File: src/rtl/apb_to_ahb.sv
// -----------------------------------------------------------------------------
// apb_to_ahb
//   APB3 completer that forwards every APB transfer as one single-word
//   AHB-Lite/AHB2 initiator transfer. It requests the bus, waits for grant,
//   issues one NONSEQ and returns the result on the APB side. Wait states are
//   handled, as are ERROR (two-cycle), RETRY and SPLIT responses, plus an
//   optional grant timeout. HCLK clocks both the APB side and the AHB side.
//
// Ports
//   HCLK, HRESET          clock, synchronous active-high reset
//   PSEL..PWDATA          APB completer inputs
//   PRDATA/PREADY/PSLVERR APB completer outputs (registered or state-decoded)
//   HBUSREQ/HGRANT        AHB arbitration handshake
//   HADDR..HWDATA         AHB initiator address/control/write data
//   HRDATA/HREADY/HRESP   AHB slave response inputs
//
// Parameters
//   P_HADDR_BASE     OR-ed onto the masked APB address
//   P_ADDR_MASK      applied to PADDR; bits [1:0] are always cleared
//   P_HPROT          constant HPROT value
//   P_GRANT_TIMEOUT  maximum number of cycles spent in REQ (0 = wait forever)
// -----------------------------------------------------------------------------
module apb_to_ahb #(
   parameter logic [31:0] P_HADDR_BASE    = 32'h0000_0000,
   parameter logic [31:0] P_ADDR_MASK     = 32'h0000_FFFC,
   parameter logic [3:0]  P_HPROT         = 4'b0011,
   parameter int unsigned P_GRANT_TIMEOUT = 16
) (
   input  logic        HCLK,
   input  logic        HRESET,
   input  logic        PSEL,
   input  logic        PENABLE,
   input  logic [31:0] PADDR,
   input  logic        PWRITE,
   input  logic [31:0] PWDATA,
   output logic [31:0] PRDATA,
   output logic        PREADY,
   output logic        PSLVERR,
   output logic        HBUSREQ,
   input  logic        HGRANT,
   output logic [31:0] HADDR,
   output logic [1:0]  HTRANS,
   output logic        HWRITE,
   output logic [2:0]  HSIZE,
   output logic [2:0]  HBURST,
   output logic [3:0]  HPROT,
   output logic        HLOCK,
   output logic [31:0] HWDATA,
   input  logic [31:0] HRDATA,
   input  logic        HREADY,
   input  logic [1:0]  HRESP
);

   localparam logic [2:0] S_IDLE = 3'd0;
   localparam logic [2:0] S_REQ  = 3'd1;
   localparam logic [2:0] S_ADDR = 3'd2;
   localparam logic [2:0] S_DATA = 3'd3;
   localparam logic [2:0] S_DERR = 3'd4;  // second cycle of a two-cycle ERROR
   localparam logic [2:0] S_RESP = 3'd5;

   localparam logic [1:0] TR_IDLE   = 2'b00;
   localparam logic [1:0] TR_NONSEQ = 2'b10;

   localparam logic [1:0] RSP_OKAY  = 2'b00;
   localparam logic [1:0] RSP_ERROR = 2'b01;

   localparam logic [31:0] TIMEOUT  = 32'(P_GRANT_TIMEOUT);

   logic [2:0]  state;
   logic [31:0] grant_cnt;
   logic        err;

   // Control outputs are decoded from the state register only, so the AHB
   // inputs never reach the APB outputs through combinational logic.
   assign HBUSREQ = (state == S_REQ) || (state == S_ADDR);
   assign HTRANS  = (state == S_ADDR) ? TR_NONSEQ : TR_IDLE;
   assign PREADY  = (state == S_RESP);
   assign PSLVERR = (state == S_RESP) && err;

   assign HSIZE   = 3'b010;
   assign HBURST  = 3'b000;
   assign HPROT   = P_HPROT;
   assign HLOCK   = 1'b0;

   always_ff @(posedge HCLK) begin
      if (HRESET) begin
         state     <= S_IDLE;
         grant_cnt <= '0;
         err       <= 1'b0;
         PRDATA    <= '0;
         HADDR     <= '0;
         HWRITE    <= 1'b0;
         HWDATA    <= '0;
      end else begin
         case (state)
            S_IDLE: begin
               // APB setup phase: latch the whole request. Only the latched
               // copy is driven onto the AHB side.
               if (PSEL && !PENABLE) begin
                  HADDR  <= ((PADDR & P_ADDR_MASK) | P_HADDR_BASE) & ~32'h3;
                  HWRITE <= PWRITE;
                  HWDATA <= PWDATA;
                  err    <= 1'b0;
                  state  <= S_REQ;
               end
            end

            S_REQ: begin
               if (HGRANT && HREADY) begin
                  grant_cnt <= '0;
                  state     <= S_ADDR;
               end else if ((TIMEOUT != 32'd0) && (grant_cnt == TIMEOUT - 32'd1)) begin
                  // This is the TIMEOUT-th cycle without a grant: give up.
                  grant_cnt <= '0;
                  err       <= 1'b1;
                  state     <= S_RESP;
               end else begin
                  grant_cnt <= grant_cnt + 32'd1;
               end
            end

            S_ADDR: begin
               // The address phase only completes on HREADY. If the grant was
               // removed meanwhile, the transfer was not ours: request again.
               if (HREADY) begin
                  state <= HGRANT ? S_DATA : S_REQ;
               end
            end

            S_DATA: begin
               if (HREADY) begin
                  if (HRESP == RSP_OKAY) begin
                     if (!HWRITE) PRDATA <= HRDATA;
                     err <= 1'b0;
                  end else begin
                     // A one-cycle non-OKAY response is illegal on AHB;
                     // report it as an error instead of hanging.
                     err <= 1'b1;
                  end
                  state <= S_RESP;
               end else if (HRESP == RSP_ERROR) begin
                  err   <= 1'b1;
                  state <= S_DERR;
               end else if (HRESP != RSP_OKAY) begin
                  // RETRY or SPLIT: reissue the same latched transfer.
                  state <= S_REQ;
               end
            end

            S_DERR: begin
               if (HREADY) state <= S_RESP;
            end

            S_RESP: begin
               err   <= 1'b0;
               state <= S_IDLE;
            end

            default: state <= S_IDLE;
         endcase
      end
   end

endmodule
File: config.mk
export PLATFORM = sky130hd
export DESIGN_NAME = apb_to_ahb
export DESIGN_NICKNAME = d
export VERILOG_FILES = /design/src/rtl/apb_to_ahb.sv
export SDC_FILE = /design/constraint.sdc
export NUM_CORES = 1
export LEC_CHECK = 0
export CAP_MARGIN = 20
export CORE_MARGIN = 1
export CORE_UTILIZATION = 47
export CTS_BUF_LIST = sky130_fd_sc_hd__clkbuf_4
export DETAILED_ROUTE_END_ITERATION = 12
export PLACE_DENSITY = 0.88
export SYNTH_ARGS = -nofsm -noshare
export SYNTH_HDL_FRONTEND = slang
export SYNTH_SLANG_ARGS = --single-unit
export TNS_END_PERCENT = 1
File: constraint.sdc
create_clock -name HCLK -period 5.05 [get_ports HCLK]
set_clock_uncertainty 0.1 [all_clocks]
set_input_delay 0.505 -clock HCLK [delete_from_list [all_inputs] [get_ports HCLK]]
set_output_delay 0.505 -clock HCLK [all_outputs]
set_load 0.02 [all_outputs]
# Yosys cells after proc, flatten, opt, wreduce, memory -nomap -nowiden
# Cells that the tools add are included.
[totals] elab_cells=57 input_bits=105 regBits=115
[classes] n_bitwise=1 muxes=20 n_reduce_logical=13 n_addsub=1 n_eq_ne=15
[op_table] operator="$mux W32" count=2
[op_table] operator="$add A32 B1 Y32 const B" count=1
[op_table] operator="$eq A32 B4 Y1 const B" count=1
[op_table] operator="$mux W3" count=8
[op_table] operator="$pmux W3 S5" count=1
[op_table] operator="$reduce_and A5 Y1" count=2
[op_table] operator="$ne A2 B2 Y1 const B" count=4
[op_table] operator="$eq A3 B2 Y1 const B" count=2
[op_table] operator="$eq A3 B3 Y1 const B" count=2
[op_table] operator="$mux W1" count=6
[op_table] operator="$mux W2" count=2
[op_table] operator="$ne A4 B4 Y1 const B" count=1
[op_table] operator="$pmux W1 S4" count=1
[op_table] operator="$reduce_and A4 Y1" count=1
[op_table] operator="$reduce_bool A4 Y1" count=1
[op_table] operator="$eq A3 B1 Y1 const B" count=1
[op_table] operator="$logic_and A1 B1 Y1" count=3
[op_table] operator="$logic_not A3 Y1" count=1
[op_table] operator="$ne A3 B1 Y1 const B" count=1
[op_table] operator="$ne A3 B3 Y1 const B" count=1
[op_table] operator="$eq A2 B1 Y1 const B" count=1
[op_table] operator="$logic_not A2 Y1" count=1
[op_table] operator="$ne A2 B1 Y1 const B" count=1
[op_table] operator="$reduce_and A2 Y1" count=1
[op_table] operator="4 further kinds" count=4

# Logic depth before layout (Yosys ltp)
# Gate-level depths: netlist (run 1).
[logic_depth] word_depth=5 depth_mapped=8 depth_no_buf=6

# Worst setup path before layout (run 1)
# No wires, ideal clock.
[synth_timing] kind="register -> output" start="reg state[1]" end="out HBUSREQ" arrival_time_ps=1363 path_slack_ps=3082 n_path_buf=1 path_stages_with_launch=5 cell_sequence="dfxtp_1 -> buf_2 -> inv_1 -> nor3_1 -> or2_2"
[synth_between] elab_chain_len=2 elab_cells_between_ends=3 cone_classes="eq/ne: 2; reduce/logical: 1"
[synth_lines] element="start: declaration" line="69" text="logic [2:0] state;"
[synth_lines] element="start signal: assignment" line="126" text="state <= HGRANT ? S_DATA : S_REQ;"
[synth_lines] element="$eq A3 B1 Y1 or $eq A3 B2 Y1 (tied branches)" line="75" text="assign HBUSREQ = (state == S_REQ) || (state == S_ADDR);"
[synth_lines] element="$logic_or A1 B1 Y1 *" line="75"
[synth_lines] element="end: declaration" line="39" text="output logic HBUSREQ,"
# Mark *: on every way between the ends. The rest lies on a longest branch, timed or not.

# Final worst setup path (run 1)
[layout_timing] start="reg state[0]" end="out HBUSREQ"
# The elaborated chain is that of the path after synthesis.

==> results of run 1 <==
[power by group through the flow]
stage	clock network [mW]	logic, mW	registers (mW)
2_1_floorplan	0	0.299	1.07
3_3_place_gp	0	0.528	1.04
3_5_place_dp	0	0.542	1.04
4_1_cts	0.693	0.544	1.02
5_1_grt	0.731	0.589	1.03
6_report	0.684	0.546	1.02
[cell families (layout without fill, tap and decap cells)]
kind of cell / count (synthesis) / after routing / synth area share
DFF: 115 / 115 / 0.457
xor gates and xnor gates: 2 / 2 / 0.00347
buffers and inverters: 82 / 216 / 0.0943
other: 2 / 30 / 0.00149
muxes: 1 / 1 / 0.00199
adders and majority gates: 1 / 1 / 0.00248
and+or+nand+nor: 284 / 284 / 0.258
AOI/OAI and AO/OA: 157 / 157 / 0.181
[critical path, cell delays in order (launching register included)]
cell and delay, ns:
dfxtp_1 0.53, nor2b_1 0.32, and2b_1 0.31, or2_2 0.15, clkdlybuf4s50_1 0.59
[final cells by class]
cell class / instances / area (µm²) / area share
Sequential cell: 115 / 2300 / 0.333
Multi-Input combinational cell: 475 / 2380 / 0.345
Timing Repair Buffer: 175 / 1730 / 0.251
Tap cell: 136 / 170 / 0.0246
Clock inverter: 14 / 155 / 0.0225
Clock buffer: 18 / 135 / 0.0196
Inverter: 9 / 33.8 / 0.00489
[synth_stat cells (2+ instances only)]
master / count
o22ai_1: 4
o21ai_0: 11
xor2_1: 2
buf_2: 8
clkbuf_1: 28
a21oi_1: 98
and3_1: 9
nand3_1: 20
nand2_1: 187
buf_6: 5
or2_2: 2
nand4_1: 12
buf_4: 32
nor4_2: 3
nor2_1: 9
a31oi_1: 17
nor3_1: 8
conb_1: 2
nand2b_1: 7
inv_1: 9
or4_1: 3
nor4_1: 7
a211o_1: 2
a21o_1: 5
dfxtp_1: 115
a41oi_1: 2
and2_1: 3
o31ai_1: 2
or3_1: 6
nor2b_1: 3
[state kept, by name, indices dropped and copies added, names as in the netlist]
name	flops
HADDR	14
HWDATA	32
HWRITE	1
PRDATA	32
err	1
grant_cnt	32
state	3
[cell usage in the layout, fill, tap and decap left out, types with 5 or more instances in the layout]
cell type and instances:
a21o_1 5, a21oi_1 98, a31oi_1 17, and3_1 9, buf_4 5, clkbuf_4 19, clkdlybuf4s50_1 168, clkinv_4 7
conb_1 30, dfxtp_1 115, inv_1 9, nand2_1 187, nand2b_1 7, nand3_1 20, nand4_1 12, nor2_1 9
nor3_1 7, nor4_1 6, o21ai_0 11, or3_1 6
[path summary, 6_finish.rpt]
check / slack, ns / from / cells past startpoint / to
setup / recovery: 2.02 / state[0] / 4 / HBUSREQ
hold / removal: 0.36 / err / 2 / err
setup reg to reg: 2.67 / grant_cnt[0] / 6 / grant_cnt[24]
hold reg to reg: 0.36 / err / 2 / err
[per-layer routing]
| layer | wire [µm] | share of wire |
|---|---|---|
| met1 | 5610 | 0.39 |
| met2 | 7060 | 0.49 |
| met3 | 1090 | 0.076 |
| met4 | 596 | 0.042 |
| met5 | 0 | 0 |
==> results.yml, run 1 <==
outcome:
  status: "completed"
worst_setup_path:
  startpoint_type: "flip-flop"
  worstPathArrival_ns: 2.42
  cp_max_fo: 10
  crit_type: "reg -> out"
  crit_required_ns: 4.45
  end_kind: "primary output"
synthesis:
  postSynthAreaPerCell_um2: 7.83
  synth.top_cell.area_share: 0.457
  synth_area_mm2: 0.00504
  synth_edf_count: 0
  yosys.area.top_type: "dfxtp_1"
  synth_area_leaders: "dfxtp_1 (46%), nand2_1 (14%), a21oi_1 (9.7%), buf_4 (4.8%), a31oi_1 (2.1%)"
  async_reset_ff_frac: 0
  synthFlopType: "dfxtp_1"
  yosys_warnings: 0
  yosys.cell_types.count: 53
  netlist_instances: 644
  synth-seq-cells: 115
  synth-seq-area-share: 0.457
grt:
  grt_use_met3: 0.0724
  busiest_layer: "met2"
  grt_use_met2: 0.423
  grt_pass1_vias: 4683
  overflow: 0
  antenna_found_initial: 0
  track_usage: 0.250
  grt_max_degree: 86
  grt_pass1_wl_mm: 21.9
  globalRouteMet1Util: 0.284
clocking:
  clk_pin_slew_ns: 0.10
  cts-htree-levels: 4
  cts-root-buf: "clkbuf_4"
  cts_sinks: 115
  cts_hold_buffers: 0
  cts-buffers-inserted: 17
  cts_buffer_depth: 2
  cts_tree: "done"
  clock_latency_ns: 0.53
  post_cts_resized: 0
  postCtsSetupBuffers: 0
sta:
  hold_violations: 0
  period_share: 0.599
  fin_tns_setup_ns: 0
  rsz0062_at_grt: "false"
  fmax_mhz: 331
  tightestPinTransition_ns: 1.07
  fin_crit_ns: 3.03
  slew_headroom: 0.285
  drv_slew: 0
  setup_violations: 0
  hold-worst-slack_ns: 0.359
  fin_ws_ns: 2.02
final_layout:
  fin_cells: 942
  utilization: 0.666
  fillCellCount: 835
  drive_above_1_share: 0.0633
  stdcell_area_mm2: 0.00691
  fin_nets: 899
  n_antenna_cell: 0
  area_growth_pct: 37.0
power_and_ir_drop:
  power_frac_clock: 0.304
  pwr_density_cell_mw_per_mm2: 326
  vdd_ir_drop_max_mv: 0.187
  p_seq_frac: 0.454
  p_switching_mw: 0.747
  leakage_nw: 2.45
  sw_frac_of_total: 0.331
  p_comb_frac: 0.242
  internal_power_mw: 1.51
  finalPower_mw: 2.25
die:
  dieArea_mm2: 0.0111
  fp-row-count: 37
  core_area_mm2: 0.0104
  initial_core_util: 0.486
  die_w_um: 106
  io_pins: 218
  die_height_um: 106
routing:
  totalWireLength_mm: 14.4
  routedWlPerCell_um: 15.2
  vias: 5067
  drt_iter0_drc: 323
  vias_per_cell: 5.38
  postRouteAntennaNets: 0
  drc_errors: 0
  first_pass_iters: 5
place:
  gp_congestion: 0.814
  portBuffers: 169
  dp_slack_ns: 2.28
  dpl_cell_area_mm2: 0.00661
  dp.cells: 909
  dpl.hpwl_mm: 10.0
hold_path:
  hold_class: "reg -> reg"
job:
  max_cap_viol_count: 0
(Power assumes the default switching activity.)
==> inputs of run 2 (changes only) <==
--- a/config.mk
+++ b/config.mk
@@ -7,10 +7,10 @@
 export LEC_CHECK = 0
 export CAP_MARGIN = 20
 export CORE_MARGIN = 1
-export CORE_UTILIZATION = 47
+export CORE_UTILIZATION = 44
 export CTS_BUF_LIST = sky130_fd_sc_hd__clkbuf_4
 export DETAILED_ROUTE_END_ITERATION = 12
-export PLACE_DENSITY = 0.88
+export PLACE_DENSITY = 0.83
 export SYNTH_ARGS = -nofsm -noshare
 export SYNTH_HDL_FRONTEND = slang
 export SYNTH_SLANG_ARGS = --single-unit
==> constraint.sdc (replaced) <==
create_clock -name HCLK -period 3.1 [get_ports HCLK]
set_clock_uncertainty 0.1 [all_clocks]
set_input_delay 0.31 -clock HCLK [delete_from_list [all_inputs] [get_ports HCLK]]
set_output_delay 0.31 -clock HCLK [all_outputs]
set_load 0.02 [all_outputs]
==> run 2 against run 1 <==
Combinational power rose by 64%. Non-clock buffer count grew 2. Setup slack worse by 1.8 ns. Critical endpoint unchanged. Highest routed layer unchanged.
==> results.yml, run 2 (synthesized netlist as in run 1, its figures left out) <==
clocking:
  cts-root-buf: "clkbuf_4"
  cts-htree-levels: 4
  cts-buffers-inserted: 17
  post_cts_resized: 0
  cts_sinks: 115
  cts_tree: "done"
  postCtsSetupBuffers: 0
  cts_buffer_depth: 2
  cts_hold_buffers: 0
  clk_pin_slew_ns: 0.11
  clock_latency_ns: 0.54
final_layout:
  drive_above_1_share: 0.0595
  fin_cells: 948
  reg_top3: "HWDATA x32, PRDATA x32, grant_cnt x32"
  utilization: 0.632
  fin_nets: 901
  area_growth_pct: 37.7
  layout_commonest_cell: "nand2_1"
  fillCellCount: 920
  stdcell_area_mm2: 0.00694
  mostFrequentLayoutCells: "nand2_1 (187), clkdlybuf4s50_1 (168), dfxtp_1 (115)"
routing:
  drt_iter0_drc: 331
  routedWlPerCell_um: 15.2
  postRouteAntennaNets: 0
  vias: 5093
  totalWireLength_mm: 14.4
  drc_errors: 0
  vias_per_cell: 5.37
  first_pass_iters: 7
grt:
  track_usage: 0.246
  grt_pass1_wl_mm: 22.6
  overflow: 0
  antenna_found_initial: 1
  grt_max_degree: 69
  grt_pass1_vias: 4804
power_and_ir_drop:
  leakage_nw: 2.46
  vdd_ir_drop_max_mv: 0.532
  pwr_density_cell_mw_per_mm2: 540
  finalPower_mw: 3.75
worst_setup_path:
  r2r_setup_slack_ns: 0.72
  worstPathArrival_ns: 2.45
  crit_path_top_delay_cell: "clkdlybuf4s50_1"
  startpoint_type: "flip-flop"
  cpPeakStageDelay_ns: 0.59
  crit_required_ns: 2.69
  crit_family: "buffers and inverters"
  cp_max_fo: 12
  crit_type: "reg -> out"
  worst-path-buf-inv: 2
  path_cells: "inv_1, nor3_1, or2_2, clkdlybuf4s50_1"
  end_kind: "primary output"
place:
  gp_congestion: 0.840
  portBuffers: 169
  dpl.hpwl_mm: 10.0
  dp.cells: 916
  dpl_cell_area_mm2: 0.00664
  dp_slack_ns: 0.700
sta:
  tightestPinTransition_ns: 0.766
  hold_violations: 0
  fin_crit_ns: 2.86
  setup_violations: 0
  period_share: 0.922
  hold-worst-slack_ns: 0.104
  rsz0062_at_grt: "false"
  fmax_mhz: 350
  fin_ws_ns: 0.242
  fin_tns_setup_ns: 0
  slew_headroom: 0.488
  drv_slew: 0
hold_path:
  hold_class: "in -> reg"
die:
  initial_core_util: 0.459
  io_pins: 218
  die_w_um: 109
  dieArea_mm2: 0.0119
  die_height_um: 109
  core_area_mm2: 0.0110
  fp-row-count: 38
job:
  max_cap_viol_count: 0
outcome:
  status: "completed"
run 2: final timing paths:
kind	from	to	depth (start not counted)
max	state[1]	HBUSREQ	4
min	HRESET	HWDATA[7]	2
max reg2reg	grant_cnt[0]	grant_cnt[24]	6
min reg2reg	err	err	2
run 2: worst reg2reg max path: stages, from the launching register on:
cell and delay [ns]:
dfxtp_1 0.43, ha_1 0.24, and3_1 0.26, nand4_1 0.21
o211ai_2 0.70, nor3_1 0.11, a211o_1 0.24
run 2: area by class of cell:
cell class                 count  area (µm²)  share of cell area
clock buffer                  18         135              0.0195
multi-input combinational    475        2380               0.343
timing repair buffer         177        1750               0.252
sequential                   115        2300               0.332
tap                          140         175              0.0252
antenna                        1        2.50            0.000360
clock inverter                13         166              0.0240
inverter                       9        33.8             0.00487
run 2: power by group:
group | switching [mW] | internal, mW | leakage (nW)
logic | 0.513 | 0.383 | 1.38
clock network | 0.561 | 0.629 | 0.152
registers | 0.0876 | 1.58 | 0.931
total | 1.16 | 2.59 | 2.46
run 2: per-layer routing:
| layer | global-route usage | up-vias | part of all wire | wire, µm |
|---|---|---|---|---|
| li1 | - | 2450 | - | - |
| met1 | 0.288 | 2395 | 0.39 | 5620 |
| met2 | 0.405 | 226 | 0.51 | 7310 |
| met3 | 0.0861 | 22 | 0.082 | 1190 |
| met4 | 0.109 | 0 | 0.019 | 274 |
| met5 | 0 | - | 0 | 0 |
==> inputs of run 3 (changes only) <==
--- a/config.mk
+++ b/config.mk
@@ -11,6 +11,7 @@
 export CTS_BUF_LIST = sky130_fd_sc_hd__clkbuf_4
 export DETAILED_ROUTE_END_ITERATION = 12
 export PLACE_DENSITY = 0.83
+export RECOVER_POWER = 25
 export SYNTH_ARGS = -nofsm -noshare
 export SYNTH_HDL_FRONTEND = slang
 export SYNTH_SLANG_ARGS = --single-unit
==> run 3 against run 2 <==
Routed wire length is 0.12% higher. Total power about the same. Clock power barely moved. Count of clock-buffer cells in the layout unchanged. Setup slack better by 0.0034 ns. Largest power group unchanged. Critical path type unchanged.
==> results.yml, run 3 (synthesized netlist as in run 1, its figures left out) <==
routing:
  postRouteAntennaNets: 0
  m1WireLength_mm: 5.65
  drt_iter0_drc: 333
  first_pass_iters: 5
  drc_errors: 0
  met3RoutedLength_mm: 1.20
  totalWireLength_mm: 14.4
  met2_wirelength_mm: 7.29
  vias_per_cell: 5.36
  vias: 5082
  routedWlPerCell_um: 15.2
  top_layer_used: "met4"
place:
  dpl.hpwl_mm: 10.0
  portBuffers: 169
  dp.cells: 916
  gp_congestion: 0.840
clocking:
  cts_hold_buffers: 0
  post_cts_resized: 0
  cts-htree-levels: 4
  cts-root-buf: "clkbuf_4"
  cts_sinks: 115
  cts_tree: "done"
  cts-buffers-inserted: 17
  postCtsSetupBuffers: 0
  clock_latency_ns: 0.54
  clk_pin_slew_ns: 0.11
  cts_buffer_depth: 2
power_and_ir_drop:
  pwr_density_cell_mw_per_mm2: 540
  leakage_nw: 2.46
  vdd_ir_drop_max_mv: 0.532
grt:
  antenna_found_initial: 1
  grt_pass1_wl_mm: 22.6
  grt_pass1_vias: 4804
  overflow: 0
  grt_max_degree: 69
  track_usage: 0.246
worst_setup_path:
  r2r_setup_slack_ns: 0.73
  reg2reg_to: "grant_cnt[24]"
  end_kind: "primary output"
  cp_max_fo: 12
  critPathLaunch: "state[1]"
  r2r-start: "grant_cnt[0]"
  r2r_cells: 6
  worstPathArrival_ns: 2.44
  startpoint_type: "flip-flop"
  crit_required_ns: 2.69
  crit_type: "reg -> out"
sta:
  fmax_mhz: 350
  drv_slew: 0
  period_share: 0.921
  slew_headroom: 0.365
  setup_violations: 0
  fin_crit_ns: 2.85
  hold_violations: 0
  rsz0062_at_grt: "false"
  tightestPinTransition_ns: 0.952
  hold-worst-slack_ns: 0.104
  fin_tns_setup_ns: 0
hold_path:
  hold_end: "HWDATA[7]"
  holdCritStartpoint: "HRESET"
  hold_class: "in -> reg"
  hold_path_depth: 2
final_layout:
  reg_top3: "HWDATA x32, PRDATA x32, grant_cnt x32"
  fillCellCount: 921
  utilization: 0.632
  layout_commonest_cell: "nand2_1"
  fin_nets: 901
  fin_cells: 948
  drive_above_1_share: 0.0595
  area_growth_pct: 37.6
  mostFrequentLayoutCells: "nand2_1 (187), clkdlybuf4s50_1 (168), dfxtp_1 (115)"
die:
  core_area_mm2: 0.0110
  die_height_um: 109
  io_pins: 218
  die_w_um: 109
  fp-row-count: 38
  initial_core_util: 0.459
  dieArea_mm2: 0.0119
outcome:
  status: "completed"
job:
  max_cap_viol_count: 0
run 3: worst max-delay path by stage:
| stage | to |
|---|---|
| final | HBUSREQ |
| after global routing | HBUSREQ |
| after CTS | HBUSREQ |
| after detailed placement | grant_cnt[30] |
| after global placement | grant_cnt[30] |
| after floorplan | grant_cnt[17] |
run 3: stage by stage:
| step | power [mW] | instance area [µm²] | setup slack, ns |
|---|---|---|---|
| 4_1_cts | 3.77 | 6940 | 0.259 |
| 3_5_place_dp | 2.58 | 6640 | 0.700 |
| 3_3_place_gp | 2.55 | 6640 | 0.742 |
| 5_1_grt | 3.93 | 6940 | 0.108 |
| 6_report | 3.75 | 6940 | 0.245 |
| 2_1_floorplan | 2.24 | 5150 | 1.17 |
run 3: final cells by class:
type / count / area [µm²] / share of cell area
tap: 140 / 175 / 0.0252
clock inverter: 13 / 166 / 0.0240
timing repair buffer: 177 / 1740 / 0.251
antenna: 1 / 2.50 / 0.000361
multi-input combinational: 475 / 2380 / 0.343
clock buffer: 18 / 135 / 0.0195
inverter: 9 / 33.8 / 0.00487
sequential: 115 / 2300 / 0.332
run 3: worst max-delay path, stage by stage, from the launching register on:
cell and delay (ns):
dfxtp_1 0.57, inv_1 0.10, nor3_1 0.43, or2_2 0.20, clkdlybuf4s50_1 0.59
run 3: metal layers:
metal  vias to the layer above  GRT usage
li1                       2449          -
met1                      2385      0.288
met2                       224      0.405
met3                        24     0.0861
met4                         0      0.109
met5                         -          0
run 3: power by group:
group          internal (mW)  switching, mW  leakage [nW]  total (mW)
clock                  0.629          0.562         0.152        1.19
sequential              1.58         0.0871         0.931        1.66
combinational          0.382          0.514          1.38       0.895
